<file path="config.mk">
export PLATFORM = sky130hd
export DESIGN_NAME = enhanced_ctrl
export DESIGN_NICKNAME = d
export VERILOG_FILES = /design/src/rtl/enhanced_pkg.sv /design/src/rtl/enhanced_sync.sv /design/src/rtl/enhanced_ctrl.sv
export SDC_FILE = /design/constraint.sdc
export NUM_CORES = 1
export LEC_CHECK = 0
export CAP_MARGIN = 15
export CORE_MARGIN = 8
export CORE_UTILIZATION = 44
export DETAILED_ROUTE_END_ITERATION = 16
export GPL_ROUTABILITY_DRIVEN = 0
export GPL_TIMING_DRIVEN = 1
export PLACE_DENSITY = 0.78
export SETUP_SLACK_MARGIN = 0.1
export SYNTH_ARGS = -nofsm -noshare
export SYNTH_HDL_FRONTEND = slang
export SYNTH_HIERARCHICAL = 1
export SYNTH_SLANG_ARGS = --single-unit
</file>
<file path="constraint.sdc">
create_clock -name clock -period 2.3 [get_ports clock]
set_clock_uncertainty 0.15 [all_clocks]
set_input_delay 0.23 -clock clock [delete_from_list [all_inputs] [get_ports clock]]
set_output_delay 0.23 -clock clock [all_outputs]
set_load 0.005 [all_outputs]
</file>
<file path="src/rtl/enhanced_pkg.sv">
`default_nettype none
// ============================================================================
// Module  : enhanced_pkg
// Brief   : Shared opcode, state and A-source encodings for the enhanced
//           accumulator controller.
// Revision: 1.0 - initial release
// ============================================================================
package enhanced_pkg;

  localparam logic [2:0] OP_LOAD  = 3'b000;
  localparam logic [2:0] OP_STORE = 3'b001;
  localparam logic [2:0] OP_ADD   = 3'b010;
  localparam logic [2:0] OP_SUB   = 3'b011;
  localparam logic [2:0] OP_IN    = 3'b100;
  localparam logic [2:0] OP_JZ    = 3'b101;
  localparam logic [2:0] OP_JPOS  = 3'b110;
  localparam logic [2:0] OP_HALT  = 3'b111;

  typedef enum logic [2:0] {
    ST_FETCH  = 3'd0,
    ST_LOADIR = 3'd1,
    ST_DECODE = 3'd2,
    ST_EXEC   = 3'd3,
    ST_INREL  = 3'd4,
    ST_HALT   = 3'd5
  } state_t;

  localparam logic [1:0] ASEL_ALU = 2'b00;
  localparam logic [1:0] ASEL_IN  = 2'b01;
  localparam logic [1:0] ASEL_MEM = 2'b10;

endpackage
`default_nettype wire

</file>
<file path="src/rtl/enhanced_sync.sv">
`default_nettype none
// ============================================================================
// Module  : enhanced_sync
// Brief   : Reset-clearable multi-flop synchroniser for an asynchronous level.
// Revision: 1.0 - initial release
// ============================================================================
module enhanced_sync #(
  parameter int SYNC_STAGES = 2
) (
  input  logic clock,
  input  logic reset,
  input  logic async_in,
  output logic sync_out
);

  logic [SYNC_STAGES-1:0] r_stages;

  always_ff @(posedge clock or posedge reset) begin
    if (reset) begin
      r_stages <= '0;
    end else begin
      r_stages[0] <= async_in;
      for (int i = 1; i < SYNC_STAGES; i++) begin
        r_stages[i] <= r_stages[i-1];
      end
    end
  end

  assign sync_out = r_stages[SYNC_STAGES-1];

endmodule
`default_nettype wire

</file>
<file path="src/rtl/enhanced_ctrl.sv">
`default_nettype none
// ============================================================================
// Module  : enhanced_ctrl
// Brief   : Fetch/decode/execute sequencer for the enhanced 8-bit accumulator
//           datapath, with operator IN handshake and retired-instruction count.
// Revision: 1.0 - initial release
// ============================================================================
module enhanced_ctrl
  import enhanced_pkg::*;
#(
  parameter int SYNC_STAGES = 2,
  parameter int CNT_W       = 16
) (
  input  logic             clock,
  input  logic             reset,
  input  logic [2:0]       ir,
  input  logic             Aeq0,
  input  logic             Apos,
  input  logic             enter,
  output logic             IRload,
  output logic             PCload,
  output logic             JMPmux,
  output logic             Meminst,
  output logic             MemWr,
  output logic             Aload,
  output logic             sub,
  output logic [1:0]       Asel,
  output logic             halted,
  output logic             wait_in,
  output logic [2:0]       state_o,
  output logic [CNT_W-1:0] icount
);

  state_t           r_state;
  state_t           w_next;
  logic             w_enter_s;
  logic             w_retire;
  logic [CNT_W-1:0] r_icount;

  enhanced_sync #(
    .SYNC_STAGES(SYNC_STAGES)
  ) u_sync (
    .clock   (clock),
    .reset   (reset),
    .async_in(enter),
    .sync_out(w_enter_s)
  );

  always_ff @(posedge clock or posedge reset) begin
    if (reset) begin
      r_state  <= ST_FETCH;
      r_icount <= '0;
    end else begin
      r_state <= w_next;
      if (w_retire) r_icount <= r_icount + CNT_W'(1);
    end
  end

  always_comb begin
    w_next   = r_state;
    w_retire = 1'b0;
    IRload   = 1'b0;
    PCload   = 1'b0;
    JMPmux   = 1'b0;
    Meminst  = 1'b0;
    MemWr    = 1'b0;
    Aload    = 1'b0;
    sub      = 1'b0;
    Asel     = ASEL_ALU;
    halted   = 1'b0;
    wait_in  = 1'b0;
    case (r_state)
      ST_FETCH:  w_next = ST_LOADIR;
      ST_LOADIR: begin
        IRload = 1'b1;
        PCload = 1'b1;
        w_next = ST_DECODE;
      end
      ST_DECODE: begin
        Meminst = 1'b1;
        if (ir == OP_HALT) begin
          w_next   = ST_HALT;
          w_retire = 1'b1;
        end else begin
          w_next = ST_EXEC;
        end
      end
      ST_EXEC: begin
        w_next   = ST_FETCH;
        w_retire = 1'b1;
        case (ir)
          OP_LOAD: begin
            Aload = 1'b1;
            Asel  = ASEL_MEM;
          end
          OP_ADD:  Aload = 1'b1;
          OP_SUB: begin
            Aload = 1'b1;
            sub   = 1'b1;
          end
          OP_STORE: begin
            MemWr   = 1'b1;
            Meminst = 1'b1;
          end
          OP_JZ: begin
            PCload = Aeq0;
            JMPmux = Aeq0;
          end
          OP_JPOS: begin
            PCload = Apos;
            JMPmux = Apos;
          end
          OP_IN: begin
            // Load happens once on the synchronised press; INREL then waits for release
            wait_in = 1'b1;
            if (w_enter_s) begin
              Aload  = 1'b1;
              Asel   = ASEL_IN;
              w_next = ST_INREL;
            end else begin
              w_next   = ST_EXEC;
              w_retire = 1'b0;
            end
          end
          default: ;
        endcase
      end
      ST_INREL: if (!w_enter_s) w_next = ST_FETCH;
      ST_HALT:  halted = 1'b1;
      default:  w_next = ST_FETCH;
    endcase
  end

  assign state_o = r_state;
  assign icount  = r_icount;

endmodule
`default_nettype wire

</file>
==> parameters.txt <==
Parameter                              Value

Outcome
  Outcome ... finished, final reports clean

Route
  Final wirelength ... 2830 microns
  Initial DRC count ... 59
  Residual DRC ... 0
  Routed vias/inst ... 5.46
  Count of vias placed by the detailed router ... 988
  Antenna viol nets, final ... 0
  Routed wire per std cell ... 15.6 microns
  Drt first pass iters ... 4

Power
  Combinational share of power ... 49.9%
  Static Leakage ... 0.723 nW
  Power density of the placed cells ... 996 mW/mm^2
  Switching Fraction ... 37.1%
  Switching Power ... 0.601 mW
  Part of the power in the clock network ... 11.0%
  Sequential share of power ... 39.1%
  Final Power ... 1.62 mW
  Internal power component ... 1.02 mW
  Worst ir drop on vdd ... 0.718 mV

Job
  Count of maximum capacitance violations ... 0

Final layout
  Share of cells above drive strength 1 ... 15.2%
  Diodes inserted ... 0
  Area Growth Syn to Fin ... 45.8%
  Area taken by flip-flops and latches ... 528 sq um
  Nets ... 161
  Area of the multi-input gates ... 579 sq um
  Fin area ... 0.00163 sq mm
  Count of fill cells added during filler insertion ... 213
  Number of standard cells in the layout, taps in and fillers out ... 181
  Core occupancy in the finished layout ... 67.0%

Yosys
  Share of flip-flops with an asynchronous set or reset ... 100%
  Number of synthesized flops with an enable pin ... 0
  Post-synthesis cell area ... 0.00112 sq mm
  Post-synthesis sequential element count ... 21
  Post-synthesis cell type with the largest combined area ... sky130_fd_sc_hd__dfrtp_1
  Post-synth top cells ... 21 x sky130_fd_sc_hd__dfrtp_1, 13 x sky130_fd_sc_hd__xor2_1, 8 x sky130_fd_sc_hd__nand2_1, 8 x sky130_fd_sc_hd__nand3_1, 6 x sky130_fd_sc_hd__nor2_1
  Ranking of synthesized cells by area ... sky130_fd_sc_hd__dfrtp_1 47%, sky130_fd_sc_hd__xor2_1 10%, sky130_fd_sc_hd__nand3_1 3.6%
  YS warnings ... 6
  Average cell area after synthesis ... 10.6 sq um
  Top_reg_cell synth ... sky130_fd_sc_hd__dfrtp_1
  Mapped Cells ... 105
  Count of unique library cells instantiated by Yosys ... 33
  Most common cell in the netlist ... sky130_fd_sc_hd__dfrtp_1
  Register area share after synthesis ... 47.0%
  Post-synth net total ... 114
  Yosys top cell area share ... 47.0%

Worst setup path
  Critical Setup Path Class ... flop to output port
  Biggest fanout along the worst timing path ... 4
  Maximum cell stage delay along the critical path ... 560 ps
  Cell type of the slowest stage on the worst timing path ... sky130_fd_sc_hd__clkdlybuf4s50_1
  Element type at the critical path end ... output port
  Critical path startpoint category ... flop
  Arr. time, crit path ... 1800 ps
  Worst EP required ... 1920 ps
  Worst-path cell chain ... nand4b_1 > nor3_2 > clkdlybuf4s50_1

Clock network
  Clock root buffer master ... sky130_fd_sc_hd__clkbuf_4
  Count of clock tree sinks ... 21
  H-tree depth ... 1
  Maximum clock insertion buffer count ... 2
  Clock transition at the registers of the reported paths ... 110 ps
  Clock tree from TritonCTS ... yes
  Total CTS buffers ... 3
  Later-pin clock latency in the skew report ... 310 ps

STA
  Period minus WS final ... 2180 ps
  Final cycle utilization of the critical path ... 94.7%
  Actual slew at the worst max-slew pin ... 691 ps
  Maximum clock frequency ... 0.459 GHz
  Slew Viols, Final ... 0
  RSZ-0062 raised after global routing ... yes
  Final critical-path setup slack ... 122 ps
  Post-Route Hold Slack ... 208 ps
  Summed negative setup slack over all endpoints ... 0 ps
  Max-slew headroom at the worst pin ... 53.9%
  Final Hold Fails ... 0
  Final setup fails ... 0

Placed design
  Dpl cell area ... 0.00153 sq mm
  Placed insts ... 173
  Number of I/O port buffers ... 37
  Dpl ws ... -67.8 ps
  Half-perimeter wire length after detailed placement ... 2020 microns

GRT
  Number of antenna violations at the first check in global routing ... 0
  First-pass GRT wire length ... 4640 microns
  Via count of the first global-routing pass ... 1020
  Global route overflow ... 0
  Total track usage ... 12.9%
  Pin count of the biggest net entering global routing ... 20

Floorplanning
  Cell Rows ... 18
  Die Outline Area ... 0.00441 sq mm
  IO Count ... 38
  Initial cell density of the core ... 45.9%
  Height of the die ... 66.4 microns
  Floorplan Core Area ... 0.00243 sq mm
  X dimension of the die ... 66.4 microns

Min path
  Worst Hold Class ... input port to flop
[layout by cell type, fill, tap and decap left out, types with 3 or more instances in the layout]
cell type / count
sky130_fd_sc_hd__buf_4: 7
sky130_fd_sc_hd__clkbuf_4: 3
sky130_fd_sc_hd__clkdlybuf4s50_1: 30
sky130_fd_sc_hd__dfrtp_1: 19
sky130_fd_sc_hd__dlymetal6s2s_1: 5
sky130_fd_sc_hd__inv_1: 4
sky130_fd_sc_hd__nand2_1: 8
sky130_fd_sc_hd__nand2b_1: 4
sky130_fd_sc_hd__nand3_1: 8
sky130_fd_sc_hd__nor2_1: 6
sky130_fd_sc_hd__nor3_1: 4
sky130_fd_sc_hd__nor4_1: 3
sky130_fd_sc_hd__xor2_1: 13
[worst paths after layout]
kind | from | to | slack, ps | depth (start not counted)
max | state_o[2] | wait_in | 120 | 3
max reg2reg | state_o[0] | icount[9] | 190 | 5
max in group asynchronous | reset | state_o[0] | 760 | 3
min | enter | u_sync/r_stages[0] | 210 | 1
min in group asynchronous | reset | u_sync/r_stages[0] | 490 | 3
min reg2reg | u_sync/r_stages[0] | u_sync/r_stages[1] | 220 | 0
[logic make-up after synthesis]
logic type	Yosys count	synth area share, %
AOI/OAI and AO/OA	9	6.49
xor gates and xnor gates	15	11.8
adders and majority gates	1	1.12
buffers and inverters	7	3.69
DFF	21	47.0
muxes	1	1.01
and+or+nand+nor	51	28.9
[per-layer routing]
layer / global-route usage [%] / vias up / wire (microns)
li1: - / 470 / -
met1: 14.6 / 483 / 1190
met2: 21.8 / 30 / 1370
met3: 4.58 / 5 / 236
met4: 4.80 / 0 / 40
met5: 0 / - / 0
[state kept, by name (all words and copies together), names as in the netlist]
name and count:
icount 16, state_o 3, u_sync/r_stages 2
[critical path, delay by kind of cell (launching register included)]
family,cells,cell delay [ps]
buf+inv,1,560
flops,1,410
simple gates,2,520
[what timing repair did]
action / CTS / global route
buffers inserted: 0 / 3
pin swaps: 0 / 5
resized for setup: 6 / 9
setup endpoints to repair: 8 / 5
hold buffers: 1 / 0
endpoints found under the hold margin: 2 / 0
[layout make-up]
| class | instances | area share (%) |
|---|---|---|
| multi-input cells | 77 | 35.6 |
| well taps | 30 | 2.30 |
| clock buffers | 4 | 1.61 |
| flip-flops and latches | 21 | 32.4 |
| repair buffers | 45 | 27.2 |
| inverters | 4 | 0.922 |
[power by group through the flow]
stage / Clock [mW] / Sequential (mW) / Combinational, mW
after CTS: 0.180 / 0.640 / 0.787
final: 0.178 / 0.635 / 0.809
after global placement: 0 / 0.638 / 0.755
after global routing: 0.194 / 0.654 / 0.888
after detailed placement: 0 / 0.643 / 0.777
after floorplan: 0 / 0.615 / 0.405
(Power assumes the default switching activity.)
